[src/rtl/nibbler_sequencer.sv]
// Nibbler sequencer: fetch/decode/execute control, PC, IR and C/Z flags.
// Optional NIBBLER_SINGLE_STEP_EN adds input step and a PAUSE state.
//
// Ports:
//   clk, reset          rising-edge clock, synchronous active-high reset
//   mem_*               program/data memory request/ready handshake
//   acc_q               accumulator value (store data, OUT data)
//   alu_*               ALU control word, B operand and ALU results
//   acc_load, io_out_wr one-cycle strobes for accumulator / output port
//   io_in               input port, routed to alu_b for IN
//   pc, carry_flag,
//   zero_flag, halted   architectural status
//   step                (NIBBLER_SINGLE_STEP_EN only) release from PAUSE
module nibbler_sequencer #(
  parameter int unsigned PC_W     = 8,
  parameter int unsigned RESET_PC = 0
) (
  input  logic            clk,
  input  logic            reset,
`ifdef NIBBLER_SINGLE_STEP_EN
  input  logic            step,
`endif
  output logic            mem_req,
  output logic            mem_we,
  output logic [PC_W-1:0] mem_addr,
  output logic [3:0]      mem_wdata,
  input  logic [7:0]      mem_rdata,
  input  logic            mem_ready,
  input  logic [3:0]      acc_q,
  output logic            alu_carry_in,
  output logic            alu_mode,
  output logic [3:0]      alu_func,
  output logic [3:0]      alu_b,
  input  logic [3:0]      alu_result,
  input  logic            alu_carry,
  output logic            acc_load,
  input  logic [3:0]      io_in,
  output logic            io_out_wr,
  output logic [PC_W-1:0] pc,
  output logic            carry_flag,
  output logic            zero_flag,
  output logic            halted
);

  localparam logic [3:0] OP_NOP  = 4'h0;
  localparam logic [3:0] OP_ADDI = 4'h1;
  localparam logic [3:0] OP_SUBI = 4'h2;
  localparam logic [3:0] OP_NORI = 4'h3;
  localparam logic [3:0] OP_LIT  = 4'h4;
  localparam logic [3:0] OP_ADDM = 4'h5;
  localparam logic [3:0] OP_SUBM = 4'h6;
  localparam logic [3:0] OP_NORM = 4'h7;
  localparam logic [3:0] OP_LD   = 4'h8;
  localparam logic [3:0] OP_ST   = 4'h9;
  localparam logic [3:0] OP_IN   = 4'hA;
  localparam logic [3:0] OP_OUT  = 4'hB;
  localparam logic [3:0] OP_JMP  = 4'hC;
  localparam logic [3:0] OP_JZ   = 4'hD;
  localparam logic [3:0] OP_JC   = 4'hE;
  localparam logic [3:0] OP_HALT = 4'hF;

  // {carry_in, mode, func}
  localparam logic [5:0] CW_PASSA = 6'b1_0_0000;
  localparam logic [5:0] CW_SUB   = 6'b0_0_0110;
  localparam logic [5:0] CW_PASSB = 6'b0_1_1010;
  localparam logic [5:0] CW_ADD   = 6'b1_0_1001;
  localparam logic [5:0] CW_NOR   = 6'b0_1_0001;

`ifdef NIBBLER_SINGLE_STEP_EN
  typedef enum logic [2:0] {
    S_F1, S_F2, S_MRD, S_EXEC, S_MWR, S_HALT, S_PAUSE
  } state_t;
  // Instruction boundaries park in PAUSE until step.
  localparam state_t S_NEXT = S_PAUSE;
`else
  typedef enum logic [2:0] {
    S_F1, S_F2, S_MRD, S_EXEC, S_MWR, S_HALT
  } state_t;
  localparam state_t S_NEXT = S_F1;
`endif

  state_t          state_q;
  logic [PC_W-1:0] pc_q;
  logic [PC_W-1:0] addr_q;
  logic [7:0]      ir_q;
  logic [3:0]      opnd_q;
  logic            c_q;
  logic            z_q;

  logic [3:0]      op;
  logic [PC_W-1:0] pc_inc;
  logic [PC_W-1:0] byte_addr;
  logic            is_arith;
  logic            take_jump;
  logic [5:0]      ctl;

  assign op        = ir_q[7:4];
  assign pc_inc    = pc_q + PC_W'(1);
  assign byte_addr = PC_W'(mem_rdata);
  assign is_arith  = op inside {OP_ADDI, OP_SUBI, OP_NORI,
                                OP_ADDM, OP_SUBM, OP_NORM};
  assign take_jump = (op == OP_JMP)
                   | ((op == OP_JZ) & z_q)
                   | ((op == OP_JC) & c_q);

  function automatic logic needs_addr(input logic [3:0] o);
    return o inside {OP_ADDM, OP_SUBM, OP_NORM, OP_LD,
                     OP_ST, OP_JMP, OP_JZ, OP_JC};
  endfunction

  always_ff @(posedge clk) begin
    if (reset) begin
      state_q <= S_F1;
      pc_q    <= PC_W'(RESET_PC);
      addr_q  <= '0;
      ir_q    <= '0;
      opnd_q  <= '0;
      c_q     <= 1'b0;
      z_q     <= 1'b0;
    end else begin
      unique case (state_q)
        S_F1: if (mem_ready) begin
          ir_q <= mem_rdata;
          pc_q <= pc_inc;
          if (needs_addr(mem_rdata[7:4]))
            state_q <= S_F2;
          else if (mem_rdata[7:4] == OP_HALT)
            state_q <= S_HALT;
          else
            state_q <= S_EXEC;
        end
        S_F2: if (mem_ready) begin
          addr_q <= byte_addr;
          pc_q   <= pc_inc;
          if (op inside {OP_ADDM, OP_SUBM, OP_NORM, OP_LD})
            state_q <= S_MRD;
          else if (op == OP_ST)
            state_q <= S_MWR;
          else
            state_q <= S_EXEC;
        end
        S_MRD: if (mem_ready) begin
          opnd_q  <= mem_rdata[3:0];
          state_q <= S_EXEC;
        end
        S_EXEC: begin
          if (is_arith) begin
            c_q <= alu_carry;
            z_q <= (alu_result == 4'h0);
          end
          if (take_jump)
            pc_q <= addr_q;
          state_q <= S_NEXT;
        end
        S_MWR: if (mem_ready) state_q <= S_NEXT;
        S_HALT: state_q <= S_HALT;
`ifdef NIBBLER_SINGLE_STEP_EN
        S_PAUSE: if (step) state_q <= S_F1;
`endif
        default: state_q <= S_F1;
      endcase
    end
  end

  // B operand depends only on the opcode; it is don't-care outside EXEC.
  always_comb begin
    alu_b = 4'h0;
    case (op)
      OP_ADDI, OP_SUBI,
      OP_NORI, OP_LIT:  alu_b = ir_q[3:0];
      OP_ADDM, OP_SUBM,
      OP_NORM, OP_LD:   alu_b = opnd_q;
      OP_IN:            alu_b = io_in;
      default:          alu_b = 4'h0;
    endcase
  end

  // Moore decode; reset masks every strobe in the reset cycle.
  always_comb begin
    mem_req   = 1'b0;
    mem_we    = 1'b0;
    mem_addr  = pc_q;
    mem_wdata = acc_q;
    acc_load  = 1'b0;
    io_out_wr = 1'b0;
    ctl       = CW_PASSA;
    if (!reset) begin
      unique case (state_q)
        S_F1, S_F2: mem_req = 1'b1;
        S_MRD: begin
          mem_req  = 1'b1;
          mem_addr = addr_q;
        end
        S_MWR: begin
          mem_req  = 1'b1;
          mem_we   = 1'b1;
          mem_addr = addr_q;
        end
        S_EXEC: begin
          case (op)
            OP_ADDI, OP_ADDM: begin
              ctl      = CW_ADD;
              acc_load = 1'b1;
            end
            OP_SUBI, OP_SUBM: begin
              ctl      = CW_SUB;
              acc_load = 1'b1;
            end
            OP_NORI, OP_NORM: begin
              ctl      = CW_NOR;
              acc_load = 1'b1;
            end
            OP_LIT, OP_LD, OP_IN: begin
              ctl      = CW_PASSB;
              acc_load = 1'b1;
            end
            OP_OUT:  io_out_wr = 1'b1;
            default: ;
          endcase
        end
        default: ;
      endcase
    end
  end

  assign {alu_carry_in, alu_mode, alu_func} = ctl;

  assign pc         = pc_q;
  assign carry_flag = c_q;
  assign zero_flag  = z_q;
  assign halted     = (state_q == S_HALT);

endmodule

[config.mk]
export PLATFORM = sky130hd
export DESIGN_NAME = nibbler_sequencer
export DESIGN_NICKNAME = d
export VERILOG_FILES = /design/src/rtl/nibbler_sequencer.sv
export SDC_FILE = /design/constraint.sdc
export NUM_CORES = 1
export LEC_CHECK = 0
export ABC_CLOCK_PERIOD_IN_PS = 2150
export BUFFER_PORTS_ARGS = -buffer_cell sky130_fd_sc_hd__buf_4
export CORE_ASPECT_RATIO = 1.5
export CORE_UTILIZATION = 51
export CTS_BUF_LIST = sky130_fd_sc_hd__clkbuf_8 sky130_fd_sc_hd__clkbuf_16
export DETAILED_ROUTE_END_ITERATION = 16
export PLACE_DENSITY_LB_ADDON = 0.25
export SETUP_SLACK_MARGIN = 0.3
export SYNTH_ARGS = -nofsm -noshare
export SYNTH_HDL_FRONTEND = slang
export SYNTH_SLANG_ARGS = --single-unit
[constraint.sdc]
create_clock -name clk -period 2.15 [get_ports clk]
set_input_delay 0.1075 -clock clk [delete_from_list [all_inputs] [get_ports clk]]
set_output_delay 0.1075 -clock clk [all_outputs]
set_load 0.02 [all_outputs]
==> results of run 1 <==
## logic make-up (layout without fill, tap and decap cells)
kind of cell | after synthesis | after routing
AOI/OAI and AO/OA | 59 | 59
xor gates and xnor gates | 3 | 3
adders and majority gates | 2 | 2
buffers and inverters | 25 | 71
DFF | 33 | 33
muxes | 16 | 16
and+or+nand+nor | 110 | 110
## worst max-delay path: stages (launching register included)
cell      delay (ns)
dfxtp_4         0.37
nor2_4          0.16
nor3b_2         0.07
a21o_1          0.21
a222oi_1        0.36
inv_1           0.10
buf_6           0.14
## final timing paths
path                             end  slack (ns)               startpoint  depth (start not counted)
max                         alu_b[2]        0.33     ir_q[5]$_SDFFE_PP0P_                          6
min          carry_flag$_SDFFE_PP0P_        0.06                alu_carry                          3
max reg2reg       pc[6]$_SDFFE_PP0P_        0.51  state_q[2]$_SDFFE_PP0P_                          5
min reg2reg     ir_q[1]$_SDFFE_PP0P_        0.46     ir_q[1]$_SDFFE_PP0P_                          2
## Yosys cell counts, drive strengths merged, types with 5 or more instances
master	n
mux2i	8
inv	5
nand2	47
nand2b	6
mux2	8
a21oi	29
o21ai	9
clkbuf	9
nor2b	5
buf	11
and3	6
dfxtp	33
nor2	24
## layer usage
metal	vias up	global-route usage, %	routed length (um)
met2	41	43.7	2570
li1	958	-	-
met4	0	13.2	137
met1	883	29.3	2010
met3	14	4.71	132
met5	-	0	0
## layout make-up
class | count | area share, %
Clock buffer | 5 | 2.80
Clock inverter | 3 | 0.713
Inverter | 5 | 0.764
Multi-Input combinational cell | 190 | 47.9
Sequential cell | 33 | 27.4
Tap cell | 43 | 2.19
Timing Repair Buffer | 58 | 18.2
## cell usage in the layout, fill, tap and decap left out, types with 3 or more instances in the layout
| cell | Yosys | final |
|---|---|---|
| inv_1 | 5 | 5 |
| nor3_1 | 3 | 3 |
| buf_6 | 1 | 3 |
| a222oi_1 | 4 | 4 |
| o21ai_0 | 7 | 7 |
| clkbuf_8 | 0 | 5 |
| buf_4 | 4 | 55 |
| mux2i_1 | 8 | 8 |
| mux2_2 | 8 | 8 |
| a21oi_1 | 27 | 27 |
| nor2b_1 | 5 | 4 |
| a211oi_1 | 3 | 3 |
| nor2_1 | 24 | 21 |
| dfxtp_4 | 0 | 3 |
| and3_1 | 5 | 5 |
| dfxtp_1 | 33 | 29 |
| nand2b_1 | 6 | 6 |
| nand2_1 | 47 | 47 |
## what timing repair did
| item | in CTS | in global routing |
|---|---|---|
| cloned | 0 | 0 |
| pin swaps | 0 | 4 |
| gates resized for setup | 7 | 11 |
| buffers inserted | 0 | 2 |
| hold buffers | 0 | 0 |
| endpoints found under the setup margin | 5 | 5 |
## through the flow
| step | instance area, um^2 | std cells | hold WS, ns |
|---|---|---|---|
| after global routing | 2460 | 337 | 0.0769 |
| after CTS | 2410 | 335 | 0.0581 |
| final | 2460 | 337 | 0.0573 |
| after floorplan | 1930 | 248 | 0.243 |
| after detailed placement | 2300 | 327 | 0.215 |
| after global placement | 2300 | 327 | 0.215 |
## state kept, by name (all words and copies together), names as in the netlist
name	cells
carry_flag	1
state_q	3
addr_q	8
opnd_q	4
ir_q	8
pc	8
zero_flag	1
## power by group
part	total, mW	switching, mW	internal, mW
logic	0.401	0.231	0.170
registers	0.701	0.0494	0.652
clock network	0.466	0.242	0.223
total	1.57	0.523	1.05
==> impl_metrics.env, run 1 <==
export IMPL_synth_enable_flop_cells=0
export IMPL_place_detailed_hpwl_um=3520
export IMPL_post_synthesis_xor_xnor_area_fraction_pct=1.36
export IMPL_critical_path_startpoint_type="register"
export IMPL_clk_insertion_delay_late_ns=0.30
export IMPL_avgViaCountPerCell=5.63
export IMPL_grt_start_max_net_pins=39
export IMPL_final_util_pct=67.3
export IMPL_postSynthAreaPerCell_um2=7.78
export IMPL_postSynth_topFlopCell="dfxtp_1"
export IMPL_post_route_drc_count=0
export IMPL_number_of_buffers_created_by_cts=5
export IMPL_ys_types=49
export IMPL_synth_top_family_by_area="simple AND/OR/NAND/NOR gates"
export IMPL_tritoncts="built"
export IMPL_clockRootBuffer="clkbuf_8"
export IMPL_design_portCount=61
export IMPL_drt_pass1_iter_count=4
export IMPL_max_cap_viol_count=0
export IMPL_yosysSeqAreaShare_pct=34.2
export IMPL_timing_worst_slew_pin_value_ns=0.543
export IMPL_layout_min_cycle_time_ns=1.82
export IMPL_area_delta_synth_final_pct=27.2
export IMPL_report_final_hold_viol_count=0
export IMPL_num_nets_final=318
export IMPL_fp_row_count=27
export IMPL_fp_dieArea_mm2=0.00404
export IMPL_synth_net_count=273
export IMPL_grt_remaining_overflow=0
export IMPL_worst_ir_drop_vdd_uv=504
export IMPL_syn_cell_area_mm2=0.00193
export IMPL_clock_sink_count=33
export IMPL_core_area_mm2=0.00365
export IMPL_die_width_um=52.2
export IMPL_end_kind="output pin"
export IMPL_totalNegativeSetupSlack_ns=0
export IMPL_clock_skew_ns=0.00986
export IMPL_routed_wirelength_um=4840
export IMPL_async_reset_ff_share_pct=0
export IMPL_finalMaxSlewViolations=0
export IMPL_routabilityCongestion=0.808
export IMPL_synth_simple_gate_area_share_pct=28.0
export IMPL_data_required_time_of_the_worst_path_ns=2.04
export IMPL_initial_utilization_pct=52.9
export IMPL_route_vias_total=1896
export IMPL_power_per_cell_area_mw_per_mm2=638
export IMPL_clock_tree_htree_level_count=2
export IMPL_global_route_usage_total_pct=25.6
export IMPL_die_height_um=77.4
export IMPL_syn_instance_count=248
export IMPL_worst_slack_ns=0.334
export IMPL_synth_top_area_share_pct=34.2
export IMPL_synth_compound_area_share_pct=20.0
export IMPL_port_buffer_count=52
export IMPL_antenna_left=0
export IMPL_ctsLongestPathBuffers=2
export IMPL_setup_violations=0
export IMPL_multi_input_area_mm2=0.00118
export IMPL_dpl_worst_slack_ns=0.455
export IMPL_drt_wirelength_per_cell_um=14.4
export IMPL_num_fill_cells=324
export IMPL_worst_endpoint_arrival_ns=1.71
export IMPL_max_slew_margin_rel_pct=63.7
export IMPL_seq_area_um2=673
export IMPL_grt_pass1_vias=1719
export IMPL_synth_seq_cells=33
export IMPL_synth_yosys_warnings=0
export IMPL_worstSetupPathType="register to output pin"
export IMPL_cp_max_fo=7
export IMPL_grt_pass1_wl_um=7850
export IMPL_grt_setup_unrepaired="true"
export IMPL_min_delay_path_class="input pin to register"
export IMPL_clock_fmax_mhz=551
export IMPL_yosys_area_top_type="dfxtp_1"
export IMPL_power_static_leakage_nw=1.03
export IMPL_status="finished, final reports clean"
export IMPL_drt_initial_drc_count=63
export IMPL_antenna_cells_inserted=0
export IMPL_drive_above_1_share_pct=31.0
export IMPL_initial_antenna_violation_count=0
export IMPL_synthMuxAreaShare_pct=8.81
export IMPL_final_min_period_over_clock_period_pct=84.5
export IMPL_netlist_top_cells_area="dfxtp_1 (34%), nand2_1 (9.1%), a21oi_1 (7.0%), mux2_2 (4.7%), nor2_1 (4.7%)"
export IMPL_design_power_total_mw=1.57
export IMPL_adder_and_majority_cell_fraction_of_the_synthesized_area_pct=1.17
export IMPL_clk_pin_slew_ns=0.07
Power figures use the tool's default switching activity.
==> run 2: changes to the inputs <==
--- a/config.mk
+++ b/config.mk
@@ -5,7 +5,7 @@
 export SDC_FILE = /design/constraint.sdc
 export NUM_CORES = 1
 export LEC_CHECK = 0
-export ABC_CLOCK_PERIOD_IN_PS = 2150
+export ABC_CLOCK_PERIOD_IN_PS = 1800
 export BUFFER_PORTS_ARGS = -buffer_cell sky130_fd_sc_hd__buf_4
 export CORE_ASPECT_RATIO = 1.5
 export CORE_UTILIZATION = 51
==> constraint.sdc (replaced) <==
create_clock -name clk -period 1.8 [get_ports clk]
set_input_delay 0.09 -clock clk [delete_from_list [all_inputs] [get_ports clk]]
set_output_delay 0.09 -clock clk [all_outputs]
set_load 0.02 [all_outputs]
==> run 2 against run 1 <==
Against the previous run:
- the flow now finishes with violations (setup timing)
- sequential power up 21%
- clock skew grew 0.00094 ns
- die area unchanged
- count of clock-buffer cells in the layout stayed put
- routed wire length increased by 41%
- sequential cell count did not move
- non-clock buffer count increased by 24
- clock power increased by 81%
- largest cell class unchanged
==> impl_metrics.env, run 2 (synthesis gave the netlist of run 1 again) <==
export IMPL_status="finished with violations"
export IMPL_violations="setup timing"
export IMPL_drt_pass1_iter_count=6
export IMPL_cp_cell_sequence="nor2_4, xor2_1, nor2_2, a222oi_1, inv_1, buf_6"
export IMPL_power_per_cell_area_mw_per_mm2=805
export IMPL_grt_remaining_overflow=0
export IMPL_tritoncts="built"
export IMPL_data_required_time_of_the_worst_path_ns=1.71
export IMPL_layout_min_cycle_time_ns=1.81
export IMPL_routed_wl_met2_um=3540
export IMPL_critical_path_startpoint_type="register"
export IMPL_post_route_drc_count=0
export IMPL_mostFrequentLayoutCell="buf_4"
export IMPL_grt_pass1_wl_um=9650
export IMPL_worst_endpoint_arrival_ns=1.72
export IMPL_report_final_hold_viol_count=0
export IMPL_worst_ir_drop_vdd_uv=834
export IMPL_drive_above_1_share_pct=48.4
export IMPL_routabilityCongestion=0.937
export IMPL_clock_skew_ns=0.0108
export IMPL_initial_antenna_violation_count=0
export IMPL_antenna_cells_inserted=0
export IMPL_dpl_cell_area_mm2=0.00235
export IMPL_core_area_mm2=0.00365
export IMPL_critical_path_buf_inv_count=2
export IMPL_p_seq_share_pct=34.7
export IMPL_worstSetupPathType="register to output pin"
export IMPL_setup_violations=2
export IMPL_path_delay_family="flip-flops"
export IMPL_timing_worst_slew_pin_value_ns=0.377
export IMPL_power_static_leakage_nw=1.27
export IMPL_fp_dieArea_mm2=0.00404
export IMPL_clock_sink_count=33
export IMPL_worst_slack_ns=-0.00980
export IMPL_clk_insertion_delay_late_ns=0.30
export IMPL_global_route_usage_total_pct=31.6
export IMPL_end_kind="output pin"
export IMPL_place_detailed_hpwl_um=3570
export IMPL_design_portCount=61
export IMPL_die_width_um=52.2
export IMPL_met3_wirelength_um=384
export IMPL_max_slew_margin_rel_pct=74.7
export IMPL_p_int_mw=1.68
export IMPL_drt_wirelength_per_cell_um=18.9
export IMPL_max_cap_viol_count=0
export IMPL_routed_wirelength_um=6830
export IMPL_cp_max_fo=4
export IMPL_cp_slowest_cell="dfxtp_4"
export IMPL_num_nets_final=342
export IMPL_ctsLongestPathBuffers=2
export IMPL_final_min_period_over_clock_period_pct=101
export IMPL_route_top_layer_used="met4"
export IMPL_clk_pin_slew_ns=0.07
export IMPL_clockRootBuffer="clkbuf_8"
export IMPL_fin_worst_hold_slack_ns=0.0438
export IMPL_worst_path_largest_cell_delay_ns=0.36
export IMPL_routedLengthMet1_um=2610
export IMPL_power_switching_uw=765
export IMPL_port_buffer_count=52
export IMPL_cts_hold_fix_buffers=0
export IMPL_power_frac_comb_pct=30.8
export IMPL_totalNegativeSetupSlack_ns=-0.0153
export IMPL_number_of_buffers_created_by_cts=5
export IMPL_die_height_um=77.4
export IMPL_grt_pass1_vias=2043
export IMPL_min_delay_path_class="input pin to register"
export IMPL_pwr_share_clk_pct=34.5
export IMPL_net_switching_share_of_the_total_power_pct=31.3
export IMPL_antenna_left=0
export IMPL_top_library_cells_by_usage_in_the_layout_fill_and_taps_aside="buf_4 (58), nand2_1 (42), dfxtp_1 (27)"
export IMPL_initial_utilization_pct=52.9
export IMPL_fp_row_count=27
export IMPL_finalMaxSlewViolations=0
export IMPL_area_delta_synth_final_pct=57.4
export IMPL_drt_initial_drc_count=127
export IMPL_grt_setup_unrepaired="true"
export IMPL_clock_tree_htree_level_count=2
export IMPL_avgViaCountPerCell=6.17
export IMPL_route_vias_total=2227
export IMPL_dpl_worst_slack_ns=0.176
export IMPL_clock_fmax_mhz=553
export IMPL_final_design_area_no_fill_mm2=0.00304
export IMPL_grt_start_max_net_pins=28
-- run 2: cell types whose count changed in the layout (fill, tap and decap cells not counted), moves of 4 or more --
cell     before  now
mux2_4        0    8
buf_6         3   21
a21oi_2       1    6
nor2_1       21   16
mux2_2        8    0
nand2_1      47   42
o21ai_0       7    3
a21oi_1      27   22
nand2_2       0    4
-- run 2: timing repair --
item	CTS	global route
pin swaps	20	25
gates resized for setup	60	44
setup endpoints to repair	46	47
buffers inserted	14	6
-- run 2: worst min-delay path, cell delays in order --
cell and delay, ns:
buf_4 0.07, mux2i_1 0.05, nor2_1 0.08
-- run 2: area by class of cell --
type	count	area, um^2
clock buffer	5	68.8
clock inverter	3	65.1
multi-input combinational	190	1430
fill	201	611
tap	43	53.8
sequential	33	678
inverter	5	18.8
timing repair buffer	82	722
-- run 2: final timing paths --
check                                                to                 start  cells after the start  slack (ns)
worst max-delay path                           alu_b[3]  ir_q[5]$_SDFFE_PP0P_                      6       -0.01
worst max register to register       pc[5]$_SDFFE_PP0P_  ir_q[5]$_SDFFE_PP0P_                      8        0.10
worst min-delay path            carry_flag$_SDFFE_PP0P_             alu_carry                      3        0.04
worst min register to register     ir_q[0]$_SDFFE_PP0P_  ir_q[0]$_SDFFE_PP0P_                      2        0.46
-- run 2: metal layers --
layer  vias to the layer above  global-route usage, %
li1                       1010                      -
met1                      1071                   35.7
met2                       117                   55.0
met3                        29                   6.47
met4                         0                   14.2
met5                         -                      0
-- run 2: power by group through the flow --
stage	logic [mW]	registers [mW]	clock network [mW]
CTS	0.619	0.834	0.841
global placement	0.477	0.844	0
detailed placement	0.480	0.846	0
finish	0.752	0.849	0.844
global route	0.789	0.853	0.883
floorplan	0.344	0.833	0
-- run 2: metrics by stage --
step | cells | power (mW) | utilization, %
floorplan | 248 | 1.18 | -
global placement | 333 | 1.32 | 64.4
detailed placement | 333 | 1.33 | 64.4
CTS | 355 | 2.29 | 77.2
global route | 361 | 2.52 | 83.3
finish | 361 | 2.44 | 83.3
